<file path="config.mk">
export PLATFORM = sky130hd
export DESIGN_NAME = fetch_ctrl_flat
export DESIGN_NICKNAME = d
export VERILOG_FILES = /design/src/rtl/fetch_pkg.sv /design/src/rtl/fetch_ctrl_if.sv /design/src/rtl/fetch_queue.sv /design/src/rtl/riscv_adder.sv /design/src/rtl/fetch_ctrl.sv /design/src/flat_wrapper.sv
export SDC_FILE = /design/constraint.sdc
export NUM_CORES = 1
export LEC_CHECK = 0
export ABC_AREA = 1
export BUFFER_PORTS_ARGS = -buffer_cell sky130_fd_sc_hd__buf_2
export CAP_MARGIN = 20
export CORE_MARGIN = 1.5
export CORE_UTILIZATION = 48
export DETAILED_ROUTE_END_ITERATION = 10
export MAX_ROUTING_LAYER = met4
export PLACE_DENSITY = 0.68
export SLEW_MARGIN = 20
export SYNTH_ARGS = -nofsm -noshare
export SYNTH_HDL_FRONTEND = slang
export SYNTH_HIERARCHICAL = 1
export SYNTH_SLANG_ARGS = --single-unit
export TNS_END_PERCENT = 50
</file>
<file path="constraint.sdc">
create_clock -name clk -period 6.1 [get_ports clk]
set_input_delay 0.61 -clock clk [delete_from_list [all_inputs] [get_ports clk]]
set_output_delay 0.61 -clock clk [all_outputs]
set_load 0.005 [all_outputs]
</file>
<file path="src/rtl/fetch_pkg.sv">
// -----------------------------------------------------------------------------
// fetch_pkg
// Shared definitions for the instruction fetch controller: FSM state encoding,
// the sequential PC increment and the word-alignment helper used on every
// address that leaves or enters the fetch unit.
// -----------------------------------------------------------------------------
package fetch_pkg;

    typedef enum logic [1:0] {
        IDLE  = 2'd0,
        FETCH = 2'd1,
        KILL  = 2'd2
    } state_t;

    localparam logic [31:0] PC_INC    = 32'd4;
    localparam logic [31:0] WORD_MASK = 32'hFFFF_FFFC;

    function automatic logic [31:0] word_align(input logic [31:0] addr);
        return addr & WORD_MASK;
    endfunction

endpackage

</file>
<file path="src/rtl/fetch_ctrl_if.sv">
// -----------------------------------------------------------------------------
// fetch_ctrl_if
// Bundles the fetch controller's three bus groups:
//   redirect : redirect_valid, redirect_pc              (core -> fetch)
//   imem     : imem_req, imem_addr / imem_ack, imem_rdata
//   decode   : dec_valid, dec_instr, dec_pc / dec_ready
// master = fetch controller side, slave = surrounding core / memory side.
// -----------------------------------------------------------------------------
interface fetch_ctrl_if;

    logic        redirect_valid;
    logic [31:0] redirect_pc;
    logic        imem_req;
    logic [31:0] imem_addr;
    logic        imem_ack;
    logic [31:0] imem_rdata;
    logic        dec_valid;
    logic [31:0] dec_instr;
    logic [31:0] dec_pc;
    logic        dec_ready;

    modport master (
        input  redirect_valid, redirect_pc, imem_ack, imem_rdata, dec_ready,
        output imem_req, imem_addr, dec_valid, dec_instr, dec_pc
    );

    modport slave (
        output redirect_valid, redirect_pc, imem_ack, imem_rdata, dec_ready,
        input  imem_req, imem_addr, dec_valid, dec_instr, dec_pc
    );

endinterface

</file>
<file path="src/rtl/fetch_queue.sv">
// -----------------------------------------------------------------------------
// fetch_queue
// QDEPTH-entry 64-bit FIFO holding {pc, instr} pairs between fetch and decode.
// The head entry is presented from registers so decode sees no RAM read path.
//   clk, reset  : clock, asynchronous active-low reset
//   push, push_data : write one entry (caller never pushes when full)
//   pop         : consume head (ignored while empty)
//   flush       : drop all entries at this edge; a pop in the same cycle is
//                 still the consumer's acceptance of the current head
//   count       : entries held (before this cycle's pop/push)
//   head_valid, head_data : registered head of queue
// -----------------------------------------------------------------------------
module fetch_queue #(
    parameter int QDEPTH = 2
) (
    input  logic                        clk,
    input  logic                        reset,
    input  logic                        push,
    input  logic [63:0]                 push_data,
    input  logic                        pop,
    input  logic                        flush,
    output logic [$clog2(QDEPTH):0]     count,
    output logic                        head_valid,
    output logic [63:0]                 head_data
);

    localparam int AW = $clog2(QDEPTH);
    localparam int CW = AW + 1;

    logic [63:0]   mem [QDEPTH];
    logic [AW-1:0] rptr, rptr_nxt, wptr, wptr_nxt;
    logic [CW-1:0] cnt, cnt_nxt, cnt_after_pop;
    logic          do_pop, head_valid_nxt;
    logic [63:0]   head_data_nxt;

    always_comb begin
        do_pop        = pop && head_valid;
        rptr_nxt      = rptr + AW'(do_pop);
        wptr_nxt      = wptr + AW'(push);
        cnt_after_pop = cnt - CW'(do_pop);
        cnt_nxt       = cnt_after_pop + CW'(push);
        if (flush) begin
            rptr_nxt = '0;
            wptr_nxt = '0;
            cnt_nxt  = '0;
        end
        head_valid_nxt = (cnt_nxt != '0);
        // When the queue drains to nothing but the incoming entry, that entry
        // is not yet in mem, so it bypasses straight into the head register.
        head_data_nxt  = (cnt_after_pop == '0) ? push_data : mem[rptr_nxt];
    end

    always_ff @(posedge clk) begin
        if (push) begin
            mem[wptr] <= push_data;
        end
    end

    always_ff @(posedge clk or negedge reset) begin
        if (!reset) begin
            rptr       <= '0;
            wptr       <= '0;
            cnt        <= '0;
            head_valid <= 1'b0;
            head_data  <= '0;
        end else begin
            rptr       <= rptr_nxt;
            wptr       <= wptr_nxt;
            cnt        <= cnt_nxt;
            head_valid <= head_valid_nxt;
            if (head_valid_nxt) begin
                head_data <= head_data_nxt;
            end
        end
    end

    assign count = cnt;

endmodule

</file>
<file path="src/rtl/riscv_adder.sv">
// -----------------------------------------------------------------------------
// riscv_adder
// Plain W-bit modular adder shared across the core.
//   a, b : operands
//   sum  : a + b, carry discarded (wraps modulo 2^W)
// -----------------------------------------------------------------------------
module riscv_adder #(
    parameter int W = 32
) (
    input  logic [W-1:0] a,
    input  logic [W-1:0] b,
    output logic [W-1:0] sum
);

    assign sum = a + b;

endmodule

</file>
<file path="src/rtl/fetch_ctrl.sv">
// -----------------------------------------------------------------------------
// fetch_ctrl
// Sequential instruction fetch with redirect support and a small decode queue.
//   clk, reset           : clock, asynchronous active-low reset
//   bus.redirect_*       : taken branch/jump, replaces the fetch stream
//   bus.imem_*           : request/ack fetch port (request held until ack)
//   bus.dec_*            : registered queue head toward decode
// FSM: IDLE (one cycle after reset) -> FETCH; FETCH -> KILL when a redirect
// arrives while a request is outstanding, since an issued request cannot be
// withdrawn; KILL waits for that ack, drops its data, then resumes.
// -----------------------------------------------------------------------------
module fetch_ctrl
    import fetch_pkg::*;
#(
    parameter logic [31:0] RESET_PC = 32'h0000_0000,
    parameter int          QDEPTH   = 2
) (
    input  logic         clk,
    input  logic         reset,
    fetch_ctrl_if.master bus
);

    localparam int CW = $clog2(QDEPTH) + 1;

    state_t        state, state_nxt;
    logic [31:0]   pc, pc_nxt, pend_pc, pend_nxt, pc_plus4, redirect_tgt;
    logic [CW-1:0] q_count;
    logic          imem_req_c, q_push, q_flush;
    logic          head_valid;
    logic [63:0]   head_data;

    riscv_adder #(.W(32)) u_pc_inc (
        .a   (pc),
        .b   (PC_INC),
        .sum (pc_plus4)
    );

    fetch_queue #(.QDEPTH(QDEPTH)) u_queue (
        .clk        (clk),
        .reset      (reset),
        .push       (q_push),
        .push_data  ({pc, bus.imem_rdata}),
        .pop        (bus.dec_ready),
        .flush      (q_flush),
        .count      (q_count),
        .head_valid (head_valid),
        .head_data  (head_data)
    );

    assign redirect_tgt = word_align(bus.redirect_pc);

    // State register
    always_ff @(posedge clk or negedge reset) begin
        if (!reset) begin
            state   <= IDLE;
            pc      <= RESET_PC;
            pend_pc <= '0;
        end else begin
            state   <= state_nxt;
            pc      <= pc_nxt;
            pend_pc <= pend_nxt;
        end
    end

    // Next-state logic
    always_comb begin
        state_nxt = state;
        pc_nxt    = pc;
        pend_nxt  = pend_pc;
        case (state)
            IDLE: state_nxt = FETCH;
            FETCH: begin
                if (bus.redirect_valid) begin
                    if (!imem_req_c || bus.imem_ack) begin
                        pc_nxt = redirect_tgt;
                    end else begin
                        pend_nxt  = redirect_tgt;
                        state_nxt = KILL;
                    end
                end else if (imem_req_c && bus.imem_ack) begin
                    pc_nxt = pc_plus4;
                end
            end
            KILL: begin
                if (bus.imem_ack) begin
                    // A redirect in the ack cycle is newer than pend_pc.
                    pc_nxt    = bus.redirect_valid ? redirect_tgt : pend_pc;
                    state_nxt = FETCH;
                end else if (bus.redirect_valid) begin
                    pend_nxt = redirect_tgt;
                end
            end
            default: state_nxt = IDLE;
        endcase
    end

    // Output logic
    always_comb begin
        imem_req_c = 1'b0;
        q_push     = 1'b0;
        q_flush    = 1'b0;
        case (state)
            FETCH: begin
                // Count is taken before this cycle's pop so a push can never
                // land on a full queue.
                imem_req_c = (q_count < CW'(QDEPTH));
                q_push     = imem_req_c && bus.imem_ack && !bus.redirect_valid;
                q_flush    = bus.redirect_valid;
            end
            KILL: begin
                imem_req_c = 1'b1;
                q_flush    = bus.redirect_valid;
            end
            default: ;
        endcase
    end

    assign bus.imem_req  = imem_req_c;
    assign bus.imem_addr = word_align(pc);
    assign bus.dec_valid = head_valid;
    assign bus.dec_pc    = head_data[63:32];
    assign bus.dec_instr = head_data[31:0];

endmodule

</file>
<file path="src/flat_wrapper.sv">
// flat-port wrapper written by rule: the top's interface ports become plain ports
module fetch_ctrl_flat import fetch_pkg::*;
#(
    parameter logic [31:0] RESET_PC = 32'h0000_0000,
    parameter int          QDEPTH   = 2
)
  (clk, reset, bus_redirect_valid, bus_redirect_pc, bus_imem_ack, bus_imem_rdata, bus_dec_ready, bus_imem_req, bus_imem_addr, bus_dec_valid, bus_dec_instr, bus_dec_pc);
  fetch_ctrl_if bus_i ();
  input  logic clk;
  input  logic reset;
  input wire logic [$bits(bus_i.redirect_valid)-1:0] bus_redirect_valid;
  input wire logic [$bits(bus_i.redirect_pc)-1:0] bus_redirect_pc;
  input wire logic [$bits(bus_i.imem_ack)-1:0] bus_imem_ack;
  input wire logic [$bits(bus_i.imem_rdata)-1:0] bus_imem_rdata;
  input wire logic [$bits(bus_i.dec_ready)-1:0] bus_dec_ready;
  output wire logic [$bits(bus_i.imem_req)-1:0] bus_imem_req;
  output wire logic [$bits(bus_i.imem_addr)-1:0] bus_imem_addr;
  output wire logic [$bits(bus_i.dec_valid)-1:0] bus_dec_valid;
  output wire logic [$bits(bus_i.dec_instr)-1:0] bus_dec_instr;
  output wire logic [$bits(bus_i.dec_pc)-1:0] bus_dec_pc;
  assign bus_i.redirect_valid = bus_redirect_valid;
  assign bus_i.redirect_pc = bus_redirect_pc;
  assign bus_i.imem_ack = bus_imem_ack;
  assign bus_i.imem_rdata = bus_imem_rdata;
  assign bus_i.dec_ready = bus_dec_ready;
  assign bus_imem_req = bus_i.imem_req;
  assign bus_imem_addr = bus_i.imem_addr;
  assign bus_dec_valid = bus_i.dec_valid;
  assign bus_dec_instr = bus_i.dec_instr;
  assign bus_dec_pc = bus_i.dec_pc;
  fetch_ctrl #(.RESET_PC(RESET_PC), .QDEPTH(QDEPTH)) u_core (.clk(clk), .reset(reset), .bus(bus_i));
endmodule
</file>
==> Yosys cells after proc, flatten, opt, wreduce, memory -nomap -nowiden <==
Memory sizes are Yosys's and may differ from the RTL's.
Cells that the tools add are included.
{ "totals": {"register_bits": 135, "latch_bits": 0, "ramBits": 128, "rom_bits": 0, "input_bits": 69, "output_inout_bits": 98, "memories": 1} }
{ "memory_table": {"columns": ["memory", "depth", "word_bits", "read_ports", "rd_clocked_by_memory_dff", "wr", "line", "rtl"], "rows": [
  ["u_core.u_queue.mem", 2, 64, 1, 0, 1, "fetch_queue.sv:30", "logic [63:0] mem [QDEPTH];"]
]} }
{ "op_classes": {"add_sub_neg": 5, "mul": 0, "div": 0, "n_lt_le_gt_ge": 1, "eq_ne": 8, "shifts": 0, "muxes": 23, "n_bitwise": 0, "n_reduce_logical": 15} }
{ "ops": {"columns": ["cell", "count"], "rows": [
  ["2-to-1 mux 32 bit", 8],
  ["one-hot mux 32 bit (2 select lines)", 2],
  ["2-to-1 mux 64 bit", 1],
  ["adder 32 x 3 -> 32 bit, second input constant", 1],
  ["2-to-1 mux 2 bit", 4],
  ["!= test 2 bit, second input constant", 4],
  ["AND reduction 4 bit", 2],
  ["2-to-1 mux 1 bit", 6],
  ["!= test 3 x 2 -> 1 bit, second input constant", 2],
  ["one-hot mux 2 bit (3 select lines)", 1],
  ["logical AND 1 bit", 4],
  ["zero test 2 bit", 2],
  ["nonzero test 2 bit", 2],
  ["AND reduction 3 bit", 1],
  ["adder 1 bit", 2],
  ["adder 2 x 1 -> 2 bit", 1],
  ["== test 2 x 1 -> 1 bit, second input constant", 1],
  ["== test 2 bit, second input constant", 1],
  ["zero test 1 bit", 2],
  ["less-than comparator 2 bit, second input constant", 1],
  ["one-hot mux 1 bit (2 select lines)", 1],
  ["OR reduction 2 bit", 1],
  ["subtractor 2 x 1 -> 2 bit", 1],
  ["logical OR 1 bit", 1]
]} }

==> Longest topological paths before layout <==
{ "logic_depth": {"word_depth": 7, "mapped_depth": 16, "depth_no_buf": 16} }

==> Modules after synthesis <==
The synthesis kept the hierarchy.
{ "by_module_without_submodules": {"columns": ["mod", "n_inst", "cells_per_inst", "area_per_inst_um2", "seq_area_each_um2"], "rows": [
  ["fetch_queue", 1, 731, 8344.3, 5570.3],
  ["fetch_ctrl", 1, 530, 3753.6, 1651.6],
  ["riscv_adder", 1, 491, 2323.5, 0.0]
]} }

==> Least setup slack after synthesis <==
No wires, ideal clock.
{ "synth_timing": {"kind": "input port to flip-flop", "start": "in bus_redirect_valid", "end": "mem u_core.u_queue.mem[0][0], enable pin", "setup_time_ns": 0.429, "t_arrival_ns": 3.067, "path_slack_ns": 2.604, "cell_stages": 4, "n_path_buf": 2, "cell_sequence": "buf_2 > clkbuf_1 > nor4_1 > ha_1"} }
{ "synth_via": {"elab_chain_len": 5} }
{ "synth_rtl": {"columns": ["element", "line", "rtl"], "rows": [
  ["start: declaration", "flat_wrapper.sv:11", "input wire logic [$bits(bus_i.redirect_valid)-1:0] bus_redirect_valid;"],
  ["zero test 1 bit", "fetch_ctrl.sv:107", "q_push = imem_req_c && bus.imem_ack && !bus.redirect_valid;"],
  ["logical AND 1 bit", "fetch_ctrl.sv:107", null],
  ["2-to-1 mux 1 bit", "fetch_ctrl.sv:102", "case (state)"],
  ["net u_core.q_push", "fetch_ctrl.sv:28", "logic imem_req_c, q_push, q_flush;"],
  ["2-to-1 mux 1 bit", "fetch_queue.sv:54", "if (push) begin"],
  ["2-to-1 mux 1 bit (not written as such)", "fetch_queue.sv:55", "mem[wptr] <= push_data;"],
  ["end: declaration", "fetch_queue.sv:30", null]
]} }
The timed path passes the listed nets, and every way through them passes these cells.

==> Worst setup path in the final report <==
{ "layout_timing": {"start": "reg u_core.state[1]", "end": "mem u_core.u_queue.mem[0][5], enable pin"} }
{ "layout_via": {"elab_chain_len": 4} }
{ "layout_rtl": {"columns": ["element", "line", "rtl"], "rows": [
  ["start: declaration", "fetch_ctrl.sv:25", "state_t state, state_nxt;"],
  ["start signal: assignment", "fetch_ctrl.sv:59", "state <= state_nxt;"],
  ["== test 2 x 1 -> 1 bit", "fetch_ctrl.sv:102", null],
  ["2-to-1 mux 1 bit", "fetch_ctrl.sv:102", null],
  ["net u_core.q_push", "fetch_ctrl.sv:28", null],
  ["2-to-1 mux 1 bit", "fetch_queue.sv:54", null],
  ["2-to-1 mux 1 bit (not written as such)", "fetch_queue.sv:55", null]
]} }
The timed path passes the listed nets, and every way through them passes these cells.

==> impl_metrics.tcl <==
set metrics [dict create \
    status "completed" \
    synthSimpleGateAreaFrac_pct 33.9 \
    most-common-layout-cells "nand2_1 (667), nand3_1 (224), buf_2 (161), inv_1 (146), dfrtp_1 (135)" \
    grt_max_degree 87 \
    maxCapViolCount 0 \
    placed_area_um2 15200 \
    numClockSinks 263 \
    hold_class "input pin to asynchronous set/reset pin" \
    pwr-share-clk_pct 18.4 \
    initial_core_util_pct 48.7 \
    hpwl_mm 24.2 \
    cts.path.max_buffers 3 \
    core_um2 29600 \
    cts_buffers 29 \
    finalClockSkew_ps 8.99 \
    dp_cells 2235 \
    ys_ff_latch 263 \
    critical_path_class "flip-flop to flip-flop" \
    rsz0062_at_grt "false" \
    worst_pin_slew_ps 1020 \
    synth-edff-count 128 \
    power.leakage_nw 8.15 \
    synth-seq-area-share_pct 50.1 \
    synth_area_per_cell_um2 8.23 \
    synth_ff_type "dfrtp_1" \
    ant_nets 0 \
    die-area_um2 31100 \
    p_int_mw 4.96 \
    p_switching_mw 4.14 \
    min_period_ps 3520 \
    powerDensity_nw_per_um2 563 \
    max_freq_ghz 0.284 \
    first_pass_iters 5 \
    synthCells 1752 \
    grt_pass1_vias 11208 \
    ys_async_sr_fraction_pct 51.3 \
    final_common_cell "nand2_1" \
    hold_viol 0 \
    drtIter0Drc 867 \
    ctsResizeCount 0 \
    num_antenna_cells 0 \
    cts_root_buf "clkbuf_16" \
    rows 63 \
    num_vias 11889 \
    fp.dieW_um 176 \
    totalWireLength_mm 37.2 \
    power_mw 9.10 \
    synth_top_family_by_area "simple AND/OR/NAND/NOR gates" \
    postCtsSetupBuffers 0 \
    clk_latency_ps 550 \
    stdcell_count 2290 \
    m1WireLength_mm 17.2 \
    hold_buffers 0 \
    crit_path_start_kind "flip-flop" \
    ir_drop_v 0.000320 \
    pwr-share-comb_pct 50.3 \
    gp_congestion 0.887 \
    swShare_pct 45.5 \
    synth_xor_area_share_pct 0.972 \
    r2r_slack_ps 2580 \
    yosysWarnings 6 \
    tns_ps 0 \
    synthAdderAreaFrac_pct 3.52 \
    timing.final.crit_share_pct 57.7 \
    synth_cell_types 37 \
    grt_pass1_wl_mm 59.3 \
    stdcell_area_um2 16200 \
    finalMaxSlewViolations 0 \
    drcViolationCount 0 \
    highest-signal-layer "met4" \
    syn-cell-area_um2 14400 \
    muxShareOfSynthArea_pct 0 \
    wire_per_inst_um 16.2 \
    drive_gt1_share_pct 13.6 \
    io_pins 167 \
    worstSetupEndpointType "flip-flop" \
    setup_violations 0 \
    cp.required_ps 6300 \
    power_frac_seq_pct 31.2 \
    final_nets 1986 \
    area_delta_synth_final_pct 12.1 \
    antenna_found_initial 0 \
    slew_headroom_pct 31.8 \
    track_usage_pct 24.6 \
    via_per_inst 5.19 \
    die_h_um 176 \
    cts_htree_levels 1 \
    grt_overflow 0 \
    routed-wl-met3_mm 2.09 \
    cp_data_arrival_time_ps 3720 \
    cts_tree "built" \
    dr_wl_met2_mm 17.1 \
    synth_compound_area_share_pct 2.39 \
    port_buffers 162 \
    clkSlewWorstSetupHoldPaths_ps 60 \
    crit_fanout 36 \
]
-- worst paths after layout --
kind	endpoint	cells past startpoint	from
min	u_core/u_queue/head_data[21]	1	reset
min in group clk	u_core/u_queue/mem[1][31]	1	bus_imem_rdata[31]
max	u_core/u_queue/mem[0][5]	6	u_core/state[1]
max reg2reg	u_core/u_queue/mem[0][5]	6	u_core/state[1]
max in group asynchronous	u_core/pend_pc[23]	2	reset
min reg2reg	u_core/pend_pc[27]	2	u_core/pend_pc[27]
-- routing by layer --
metal  track usage, %  vias up
li1                 -     5900
met1             34.7     5584
met2             38.8      359
met3             2.17       46
met4             5.79        0
met5                -        -
-- registers in the layout (all words and copies together) (netlist names) --
| register | count |
|---|---|
| u_core/u_queue/mem | 128 |
| u_core/u_queue/head_data | 64 |
| u_core/pc | 32 |
| u_core/pend_pc | 32 |
| u_core/state | 2 |
| u_core/u_queue/count | 2 |
| u_core/u_queue/head_valid | 1 |
| u_core/u_queue/rptr | 1 |
| u_core/u_queue/wptr | 1 |
-- cells in the mapped netlist (18+ instances only) --
master	count	area share, %
buf_4	38	2.0
edfxtp_1	128	27
nand3_1	226	7.8
inv_1	146	3.8
clkbuf_1	18	0.47
ha_1	39	3.4
nand4_1	68	2.9
dfrtp_1	135	23
o21ai_0	18	0.62
or2_0	61	2.6
a21oi_1	20	0.69
nor2_1	45	1.2
nand2_1	670	17
buf_2	45	1.6
-- final cells by class --
type / count / area [um2]
sequential: 263 / 7220
clock inverter: 11 / 115
multi-input combinational: 1255 / 6040
fill: 2792 / 13500
timing repair buffer: 177 / 937
tap: 390 / 488
inverter: 151 / 569
clock buffer: 43 / 788
-- power by group through the flow --
| stage | registers [mW] | clock network (mW) | logic (mW) |
|---|---|---|---|
| 2_1_floorplan | 2.78 | 0 | 3.55 |
| 3_3_place_gp | 2.86 | 0 | 4.40 |
| 3_5_place_dp | 2.88 | 0 | 4.47 |
| 4_1_cts | 2.85 | 1.71 | 4.50 |
| 5_1_grt | 2.91 | 1.79 | 5.19 |
| 6_report | 2.84 | 1.68 | 4.58 |
-- per-stage QoR --
step,utilization [%],hold slack (ps),setup WS [ps]
2_1_floorplan,-,314,2600
6_report,54.5,130,2580
3_3_place_gp,51.4,453,2630
4_1_cts,54.5,175,2590
3_5_place_dp,51.4,459,2540
5_1_grt,54.5,211,2400
-- worst max-delay path, stage by stage (launching register included) --
cell	delay, ps
dfrtp_1	410
inv_1	100
ha_1	240
inv_1	120
nor4_1	740
ha_2	1000
buf_4	530
-- cells by family (layout without fill, tap and decap cells) --
family / after synthesis / count (layout)
AO/OA/AOI/OAI: 59 / 59
AND/OR/NAND/NOR: 1105 / 1105
other: 2 / 35
buffers and inverters: 267 / 382
adder cells (fa/ha/maj): 40 / 40
XOR/XNOR: 16 / 16
flip-flops: 263 / 263
Note: power is estimated with default switching activity, not from simulation.
